**src/rtl/exe_stage.sv**
```systemverilog
// -----------------------------------------------------------------------------
// exe_stage
//   Execute stage of the 5-stage ARM-subset pipeline. Sits directly after the
//   ID/EX register: picks forwarded operands, builds Val2 (rotated immediate,
//   shifted register or memory offset), runs the ALU, keeps the NZCV status
//   register and computes the branch target. Results go into an internal
//   EX/MEM register that feeds the memory stage.
//
// Ports
//   clk, rst            rising-edge clock, synchronous active-high reset
//   freeze              memory-stall hold for EX/MEM and status registers
//   pcIn                PC+4 of the instruction in EX
//   aluCmdIn            4-bit ALU command
//   memReadIn/memWriteIn/wbEnIn/branchIn/sIn   control bits
//   reg1In, reg2In      Rn / Rm as read in ID
//   immIn               immediate-operand flag
//   shiftOperandIn      12-bit shifter operand / memory offset
//   imm24In             signed branch offset in words
//   destIn              destination register number
//   sel1, sel2          forward selects (0/3 = reg, 1 = fwdMem, 2 = fwdWb)
//   fwdMem, fwdWb       forwarded values from MEM and WB
//   branchTaken         combinational copy of branchIn
//   branchAddr          combinational pcIn + sext(imm24In)*4
//   status              registered NZCV (bit 3 = N)
//   aluResOut, valRmOut, destOut, memReadOut, memWriteOut, wbEnOut
//                       EX/MEM register outputs
// -----------------------------------------------------------------------------
module exe_stage #(
    parameter int WIDTH = 32
) (
    input  logic             clk,
    input  logic             rst,
    input  logic             freeze,
    input  logic [WIDTH-1:0] pcIn,
    input  logic [3:0]       aluCmdIn,
    input  logic             memReadIn,
    input  logic             memWriteIn,
    input  logic             wbEnIn,
    input  logic             branchIn,
    input  logic             sIn,
    input  logic [WIDTH-1:0] reg1In,
    input  logic [WIDTH-1:0] reg2In,
    input  logic             immIn,
    input  logic [11:0]      shiftOperandIn,
    input  logic [23:0]      imm24In,
    input  logic [3:0]       destIn,
    input  logic [1:0]       sel1,
    input  logic [1:0]       sel2,
    input  logic [WIDTH-1:0] fwdMem,
    input  logic [WIDTH-1:0] fwdWb,
    output logic             branchTaken,
    output logic [WIDTH-1:0] branchAddr,
    output logic [3:0]       status,
    output logic [WIDTH-1:0] aluResOut,
    output logic [WIDTH-1:0] valRmOut,
    output logic [3:0]       destOut,
    output logic             memReadOut,
    output logic             memWriteOut,
    output logic             wbEnOut
);

    typedef enum logic [3:0] {
        CMD_MOV = 4'b0001,
        CMD_ADD = 4'b0010,
        CMD_ADC = 4'b0011,
        CMD_SUB = 4'b0100,
        CMD_SBC = 4'b0101,
        CMD_AND = 4'b0110,
        CMD_ORR = 4'b0111,
        CMD_EOR = 4'b1000,
        CMD_MVN = 4'b1001
    } alu_cmd_e;

    logic [31:0] r_alu_res, r_val_rm;
    logic [3:0]  r_dest, r_status;
    logic        r_mem_read, r_mem_write, r_wb_en;

    logic [31:0] w_op_a, w_rm, w_val2, w_imm8, w_imm_rot, w_rm_ror;
    logic [4:0]  w_rot_amt, w_shamt;
    logic [31:0] w_op_b, w_res;
    logic        w_cin, w_is_sub;
    logic [32:0] w_sum;
    logic [3:0]  w_nzcv;

    // ---------------- branch (combinational) ----------------
    assign branchTaken = branchIn;
    assign branchAddr  = pcIn + {{6{imm24In[23]}}, imm24In, 2'b00};

    // ---------------- forwarding ----------------
    always_comb begin
        // NOTE: every always_comb output gets a default first so no path leaves it unassigned (no latch).
        w_op_a = reg1In;
        w_rm   = reg2In;
        case (sel1)
            2'd1:    w_op_a = fwdMem;
            2'd2:    w_op_a = fwdWb;
            default: w_op_a = reg1In;
        endcase
        case (sel2)
            2'd1:    w_rm = fwdMem;
            2'd2:    w_rm = fwdWb;
            default: w_rm = reg2In;
        endcase
    end

    // ---------------- Val2 generation ----------------
    // Rotates are built as (x >> n) | (x << (32-n)); a left shift by 32 yields 0,
    // so n = 0 degenerates cleanly to x.
    assign w_imm8    = {24'b0, shiftOperandIn[7:0]};
    assign w_rot_amt = {shiftOperandIn[11:8], 1'b0};
    assign w_imm_rot = (w_imm8 >> w_rot_amt) | (w_imm8 << (6'd32 - {1'b0, w_rot_amt}));
    assign w_shamt   = shiftOperandIn[11:7];
    assign w_rm_ror  = (w_rm >> w_shamt) | (w_rm << (6'd32 - {1'b0, w_shamt}));

    always_comb begin
        w_val2 = w_rm;
        if (memReadIn || memWriteIn) begin
            w_val2 = {20'b0, shiftOperandIn};
        end else if (immIn) begin
            w_val2 = w_imm_rot;
        end else if (w_shamt != 5'd0) begin
            case (shiftOperandIn[6:5])
                2'b00:   w_val2 = w_rm << w_shamt;
                2'b01:   w_val2 = w_rm >> w_shamt;
                2'b10:   w_val2 = 32'($signed(w_rm) >>> w_shamt);
                default: w_val2 = w_rm_ror;
            endcase
        end
    end

    // ---------------- ALU ----------------
    // All four arithmetic ops share one adder: subtraction is A + ~B + cin, so the
    // adder carry-out is directly ARM's NOT-borrow carry.
    always_comb begin
        w_is_sub = (aluCmdIn == CMD_SUB) || (aluCmdIn == CMD_SBC);
        w_op_b   = w_is_sub ? ~w_val2 : w_val2;
        case (aluCmdIn)
            CMD_ADC, CMD_SBC: w_cin = r_status[1];
            CMD_SUB:          w_cin = 1'b1;
            default:          w_cin = 1'b0;
        endcase
    end

    assign w_sum = {1'b0, w_op_a} + {1'b0, w_op_b} + {32'b0, w_cin};

    always_comb begin
        w_res  = 32'b0;
        w_nzcv = r_status;
        case (aluCmdIn)
            CMD_MOV: w_res = w_val2;
            CMD_MVN: w_res = ~w_val2;
            CMD_AND: w_res = w_op_a & w_val2;
            CMD_ORR: w_res = w_op_a | w_val2;
            CMD_EOR: w_res = w_op_a ^ w_val2;
            CMD_ADD, CMD_ADC, CMD_SUB, CMD_SBC: begin
                w_res     = w_sum[31:0];
                w_nzcv[1] = w_sum[32];
                // overflow: both adder inputs share a sign that the result lacks
                w_nzcv[0] = (w_op_a[31] == w_op_b[31]) && (w_sum[31] != w_op_a[31]);
            end
            default: w_res = 32'b0;
        endcase
        // undefined commands leave all four flags as they were
        if (aluCmdIn inside {CMD_MOV, CMD_MVN, CMD_AND, CMD_ORR, CMD_EOR,
                             CMD_ADD, CMD_ADC, CMD_SUB, CMD_SBC}) begin
            w_nzcv[3] = w_res[31];
            w_nzcv[2] = (w_res == 32'b0);
        end
    end

    // ---------------- EX/MEM and status registers ----------------
    always_ff @(posedge clk) begin
        // NOTE: sequential state uses non-blocking assignments so every register samples pre-edge values.
        if (rst) begin
            r_alu_res   <= '0;
            r_val_rm    <= '0;
            r_dest      <= '0;
            r_mem_read  <= 1'b0;
            r_mem_write <= 1'b0;
            r_wb_en     <= 1'b0;
            r_status    <= '0;
        end else if (!freeze) begin
            r_alu_res   <= w_res;
            r_val_rm    <= w_rm;
            r_dest      <= destIn;
            r_mem_read  <= memReadIn;
            r_mem_write <= memWriteIn;
            r_wb_en     <= wbEnIn;
            if (sIn) begin
                r_status <= w_nzcv;
            end
        end
    end

    assign status      = r_status;
    assign aluResOut   = r_alu_res;
    assign valRmOut    = r_val_rm;
    assign destOut     = r_dest;
    assign memReadOut  = r_mem_read;
    assign memWriteOut = r_mem_write;
    assign wbEnOut     = r_wb_en;

endmodule

```
**config.mk**
```make
export PLATFORM = sky130hd
export DESIGN_NAME = exe_stage
export DESIGN_NICKNAME = d
export VERILOG_FILES = /design/src/rtl/exe_stage.sv
export SDC_FILE = /design/constraint.sdc
export NUM_CORES = 1
export LEC_CHECK = 0
export ABC_CLOCK_PERIOD_IN_PS = 8950
export BUFFER_PORTS_ARGS = -buffer_cell sky130_fd_sc_hd__buf_2
export CAP_MARGIN = 20
export CORE_MARGIN = 4
export CORE_UTILIZATION = 40
export CTS_BUF_LIST = sky130_fd_sc_hd__clkbuf_16
export DETAILED_ROUTE_END_ITERATION = 16
export HOLD_SLACK_MARGIN = 0.06
export PLACE_DENSITY = 0.69
export SLEW_MARGIN = 20
export SYNTH_ARGS = -nofsm -noshare
export SYNTH_HDL_FRONTEND = slang
export SYNTH_SLANG_ARGS = --single-unit
```
**constraint.sdc**
```tcl
create_clock -name clk -period 8.95 [get_ports clk]
set_input_delay 1.79 -clock clk [delete_from_list [all_inputs] [get_ports clk]]
set_output_delay 1.79 -clock clk [all_outputs]
set_load 0.02 [all_outputs]
```
== After elaboration in Yosys (flattened, before gate mapping) ==
Cells that the tools add are included.
Word-level totals
  output and inout bits: 108
  input bits: 217
  register bits after elaboration: 75
Operators by class
  shift operators: 6
  muxes and demuxes: 9
  reductions and logical operators: 11
  equal/unequal tests: 17
  bitwise gates (word level): 7
  $add $sub $neg: 5
Operators with widths (count)
  32-bit one-hot mux with 6 select lines: 1
  32-bit two-way mux: 4
  32-bit one-hot mux with 2 select lines: 2
  32-bit bitwise OR: 3
  32-bit one-hot mux with 3 select lines: 1
  32-bit by 32-bit adder with 33-bit output: 1
  33-bit by 1-bit adder with 33-bit output: 1
  32-bit adder: 1
  32-bit bitwise AND: 1
  32-bit logical NOT: 1
  32-bit inverter: 1
  32-bit by 5-bit << shifter with 32-bit output: 1
  32-bit by 6-bit << shifter with 32-bit output: 1
  8-bit by 6-bit << shifter with 32-bit output: 1
  32-bit by 5-bit right shift with 32-bit output: 1
  8-bit by 5-bit right shift with 32-bit output: 1
  32-bit by 5-bit >>> shifter with 32-bit output: 1
  32-bit XOR: 1
  4-bit by 3-bit == test with 1-bit output (second input constant): 4
  6-bit by 5-bit subtractor with 6-bit output (first input constant): 2
  9-bit nonzero test: 1
  4-bit by 2-bit == test with 1-bit output (second input constant): 2
  4-bit == test (second input constant): 2
  2-bit by 1-bit == test with 1-bit output (second input constant): 3
  other kinds (13): 17

== Logic depth before layout (Yosys ltp) ==
  depth after elaboration: 14
  gate-level depth with buffers: 35

== Worst setup path after synthesis ==
No wires, ideal clock.
  path type: input to register
  from: input shiftOperandIn[8]
  to: register r_status[2], in the netlist status[2]
  stages on the path: 34
  data arrival time: 8.665 ns
  path slack: 0.201 ns
  required time: 8.866 ns
  buffers on the path: 9
  library setup time: 0.084 ns
  cell sequence: buf_2 -> inv_2 -> buf_2 -> buf_2 -> buf_2 -> buf_1 -> ha_1 -> xor2_1 -> buf_2 -> buf_2 -> buf_2 -> buf_1 -> mux4_2 -> nor2_1 -> nor2_1 -> a211oi_1 -> o31ai_1 -> a21oi_1 -> and2_1 -> xor2_1 -> ha_1 -> a21o_1 -> a21oi_1 -> o21bai_1 -> a21o_1 -> a21oi_1 -> a21boi_0 -> nor4bb_1 -> nor3_1 -> a211oi_1 -> nand4_1 -> nor4b_2 -> nand4_1 -> o31ai_2
Between the ends
  word-level cells in the longest chain between the ends: 13
  elaborated cells between the ends (all ways): 24
RTL lines
  start: declaration: line 44  | input logic [11:0] shiftOperandIn,
  6-bit by 5-bit subtractor with 6-bit output: line 113  | assign w_rm_ror = (w_rm >> w_shamt) | (w_rm << (6'd32 - {1'b0, w_shamt}));
  32-bit by 6-bit << shifter with 32-bit output: line 113
  32-bit bitwise OR: line 113
  32-bit one-hot mux with 3 select lines: line 122  | case (shiftOperandIn[6:5])
  32-bit two-way mux: line 121  | end else if (w_shamt != 5'd0) begin
  32-bit two-way mux: line 119  | end else if (immIn) begin
  32-bit two-way mux *: line 117  | if (memReadIn || memWriteIn) begin
  32-bit inverter: line 136, 151
  32-bit two-way mux: line 136  | w_op_b = w_is_sub ? ~w_val2 : w_val2;
  32-bit by 32-bit adder with 33-bit output: line 144  | assign w_sum = {1'b0, w_op_a} + {1'b0, w_op_b} + {32'b0, w_cin};
  33-bit by 1-bit adder with 33-bit output: line 144
  32-bit one-hot mux with 6 select lines *: line 149  | case (aluCmdIn)
  32-bit logical NOT *: line 167  | w_nzcv[2] = (w_res == 32'b0);
  end signal: assignment: line 190  | r_status <= w_nzcv;
  end: declaration: line 75  | logic [3:0] r_dest, r_status;
Every way passes the cells marked *; elsewhere a longest branch is shown, timed or not.
A chain may end at the register's enable or synchronous reset.

== Worst setup path after layout ==
  from: input sel2[0]
  to: register r_status[2], in the netlist status[2]
Between the ends
  word-level cells in the longest chain between the ends: 14
  elaborated cells between the ends (all ways): 21
RTL lines
  start: declaration: line 48  | input logic [1:0] sel2,
  2-bit == test / 2-bit by 1-bit == test with 1-bit output (equally long branches): line 99  | case (sel2)
  32-bit one-hot mux with 2 select lines *: line 99
  32-bit by 6-bit << shifter with 32-bit output / 32-bit by 5-bit right shift with 32-bit output (equally long branches): line 113, 124
  32-bit bitwise OR: line 113
  32-bit one-hot mux with 3 select lines: line 122
  32-bit two-way mux *: line 121
  32-bit two-way mux *: line 119
  32-bit two-way mux *: line 117
  32-bit inverter: line 136, 151
  32-bit two-way mux: line 136
  32-bit by 32-bit adder with 33-bit output: line 144
  33-bit by 1-bit adder with 33-bit output: line 144
  32-bit one-hot mux with 6 select lines *: line 149
  32-bit logical NOT *: line 167
Marks and branches as above.

==> impl_metrics.toml <==
[sta]
period_minus_slack_ns = 8.587
worst_pin_slew_ns = 1.199
clock.fmax_mhz = 116.5
slew_violations = 0
finClkSkew_ns = 0.003559
min_period_over_period = 0.9594
relSlewSlack = 0.1988
whs_ns = 0.4655
setup_slack_ns = 0.3634
final-hold-violation-count = 0
tns_ns = 0
setup_viol = 0
rsz0062_at_grt = "no"

[logic_synthesis]
synthSimpleGateAreaFrac = 0.1976
synth_top_area_share = 0.1346
synthMuxAreaShare = 0.2040
synth_most_common_cell = "nor2_1"
synth_top_area_cell = "mux4_2"
synth_adder_area_share = 0.08818
yosys.cell_types.count = 96
synth_compound_area_frac = 0.3144
syn_inst = 2581
avgSynthCellArea_um2 = 7.521
ys_ff_latch = 75
netlist_top_cells_count = "277 x nor2_1, 237 x nand2_1, 156 x o21ai_0, 152 x a21oi_1, 134 x clkbuf_1"
synth.yosys.warnings = 0
postSynth.asyncResetShare = 0
syn_area_um2 = 19410
synth-edff-count = 0
yosysSeqAreaShare = 0.07735
synthFlopType = "dfxtp_1"
syn_nets = 2933
synth_top_family_by_area = "compound AO/OA/AOI/OAI gates"
synthXorXnorAreaFrac = 0.04422
synth.top_cells.by_area = "mux4_2 13%, ha_1 8.5%, dfxtp_1 7.7%"

[die]
die_h_um = 228.3
die_w_um = 228.3
fp-row-count = 80
coreArea_um2 = 47850
io_pins = 325
start_util = 0.4057
die-area_um2 = 52120

[setup_path]
r2r_start = "status[1]"
path_depth = 26
reg2reg_slack_ns = 4.74
cp.required_ns = 9.20
startpoint = "sel2[0]"
reg2reg_to = "status[2]"
crit_slowest_cell = "nor2_1"
endpoint = "status[2]"
cp-end-kind = "flop"
path_buf_inv = 3
path_delay_family = "compound AO/OA/AOI/OAI gates"
critPathKind = "in2reg"
cpPeakStageDelay_ns = 0.91
cpMostUsedCell = "a21oi_1"
cp_max_fo = 17
start_kind = "primary input"
reg2reg_depth = 16
critPathArrivalTime_ns = 8.84

[clock_network]
hold_buffers = 0
clk_latency_ns = 0.33
post_cts_buffers = 0
cts_sinks = 75
clkTransAtPathRegs_ns = 0.06
cts_buffers = 9
htreeDepth = 3
clockBufferDepth = 2
root_buffer = "clkbuf_16"
ctsResizeCount = 0
cts_tree = "yes"

[finish]
final_area_um2 = 23080
nets = 3288
n_fill_cell = 4770
area_growth_syn_to_layout_pct = 18.91
drive_gt1_frac = 0.2659
fin_util = 0.4824
final_cells = 3560

[global_routing]
grt_max_degree = 83
grtUsageTotal = 0.4629
grt_pass1_vias = 24270
grt_pass1_wl_um = 178700
grt_overflow_total = 0
antenna_found_initial = 10

[power_and_ir_drop]
finalPower_mw = 2.828
power_density_nw_per_um2 = 122.5
ir_drop_mv = 0.1078
cellLeakagePower_nw = 9.929

[place]
io_buffers = 318
placed_cell_area_um2 = 22790
pre_cts_ws_ns = 0.2956
place_hpwl_um = 102600
placed_cells = 3539
place_congestion = 1.125

[detailed_routing]
drt-total-wl_um = 127300
wire_per_inst_um = 35.75
dr.first_iter.drc_count = 4689
antenna_left = 0
route.detailed.drc = 0
via_per_inst = 7.230
drt-pass1-iter-count = 7
vias = 25740

[run]
drv_cap = 0

[hold_path]
hp-class = "reg2reg"

[status]
status = "complete, no violations"
-- registers in the layout, summed over array words and instances (netlist names) --
signal,cells
aluResOut,32
valRmOut,32
destOut,4
status,4
memReadOut,1
memWriteOut,1
wbEnOut,1
-- worst min path at each step --
| stage | to | slack (ns) | startpoint | cells past startpoint |
|---|---|---|---|---|
| 6_report | aluResOut[16] | 0.47 | aluResOut[16] | 2 |
| 3_3_place_gp | aluResOut[20] | 0.45 | aluResOut[20] | 2 |
| 2_1_floorplan | status[0] | 0.53 | status[0] | 2 |
| 3_5_place_dp | valRmOut[1] | 0.46 | valRmOut[1] | 2 |
| 4_1_cts | aluResOut[16] | 0.47 | aluResOut[16] | 2 |
| 5_1_grt | valRmOut[7] | 0.49 | valRmOut[7] | 2 |
-- worst register-to-register path, cell delays in order (launching register included) --
cell and delay [ns]:
dfxtp_1 0.36, a31oi_1 0.21, fa_1 0.50, fa_1 0.44, nor2b_1 0.21, o2111ai_1 0.15
nand3_1 0.19, a22oi_1 0.13, a211oi_1 0.39, o21ai_0 0.13, nand3b_1 0.10, o2111ai_1 0.17
nor4_1 0.39, o2111a_1 0.23, nor4b_2 0.19, nand4_1 0.15, o31ai_2 0.18
-- routing by layer --
| layer | global-route usage | vias up | wire length, µm |
|---|---|---|---|
| li1 | - | 10580 | - |
| met1 | 0.5720 | 12350 | 45790 |
| met2 | 0.6884 | 2244 | 52240 |
| met3 | 0.1615 | 565 | 17700 |
| met4 | 0.2912 | 4 | 11510 |
| met5 | 0 | - | 26 |
-- final cells by class --
class                           instances  area [µm²]  share of cell area
Antenna cell                            4       10.01           0.0004337
Timing Repair Buffer                  560        3521              0.1525
Tap cell                              615       769.5             0.03334
Clock inverter                          7       45.04            0.001951
Clock buffer                            9       225.2            0.009757
Multi-Input combinational cell       2169       16560              0.7173
Sequential cell                        75        1501             0.06505
Inverter                              121       454.2             0.01968
-- report_power, final --
part           leakage (nW)  internal (mW)  switching, mW
sequential            0.615          0.358         0.0139
combinational          9.18          0.743           1.38
clock                 0.131          0.187          0.146
-- kinds of logic after synthesis --
family	Yosys count
buf+inv	337
compound gates	868
xor+xnor	98
fa+ha+maj	135
mux	235
flops	75
simple gates	833
-- cell usage in the layout, fill, tap and decap left out, types with 20 or more instances in the layout --
master,Yosys,final
a211oi_1,51,51
a21o_1,21,21
a21oi_1,152,151
a221oi_1,36,36
a22oi_1,76,76
a31oi_1,39,39
buf_2,31,317
buf_4,15,233
dfxtp_1,75,75
ha_1,132,130
inv_1,113,114
mux2i_1,93,93
mux4_2,116,116
nand2_1,237,237
nand2b_1,29,29
nand3_1,52,52
nor2_1,277,275
nor2b_1,25,25
nor3_1,86,86
o211ai_1,47,47
o21ai_0,156,154
o221ai_1,20,20
o22ai_1,33,33
or2_2,20,20
xnor2_1,68,66
xor2_1,30,29
Power figures use the tool's default switching activity.
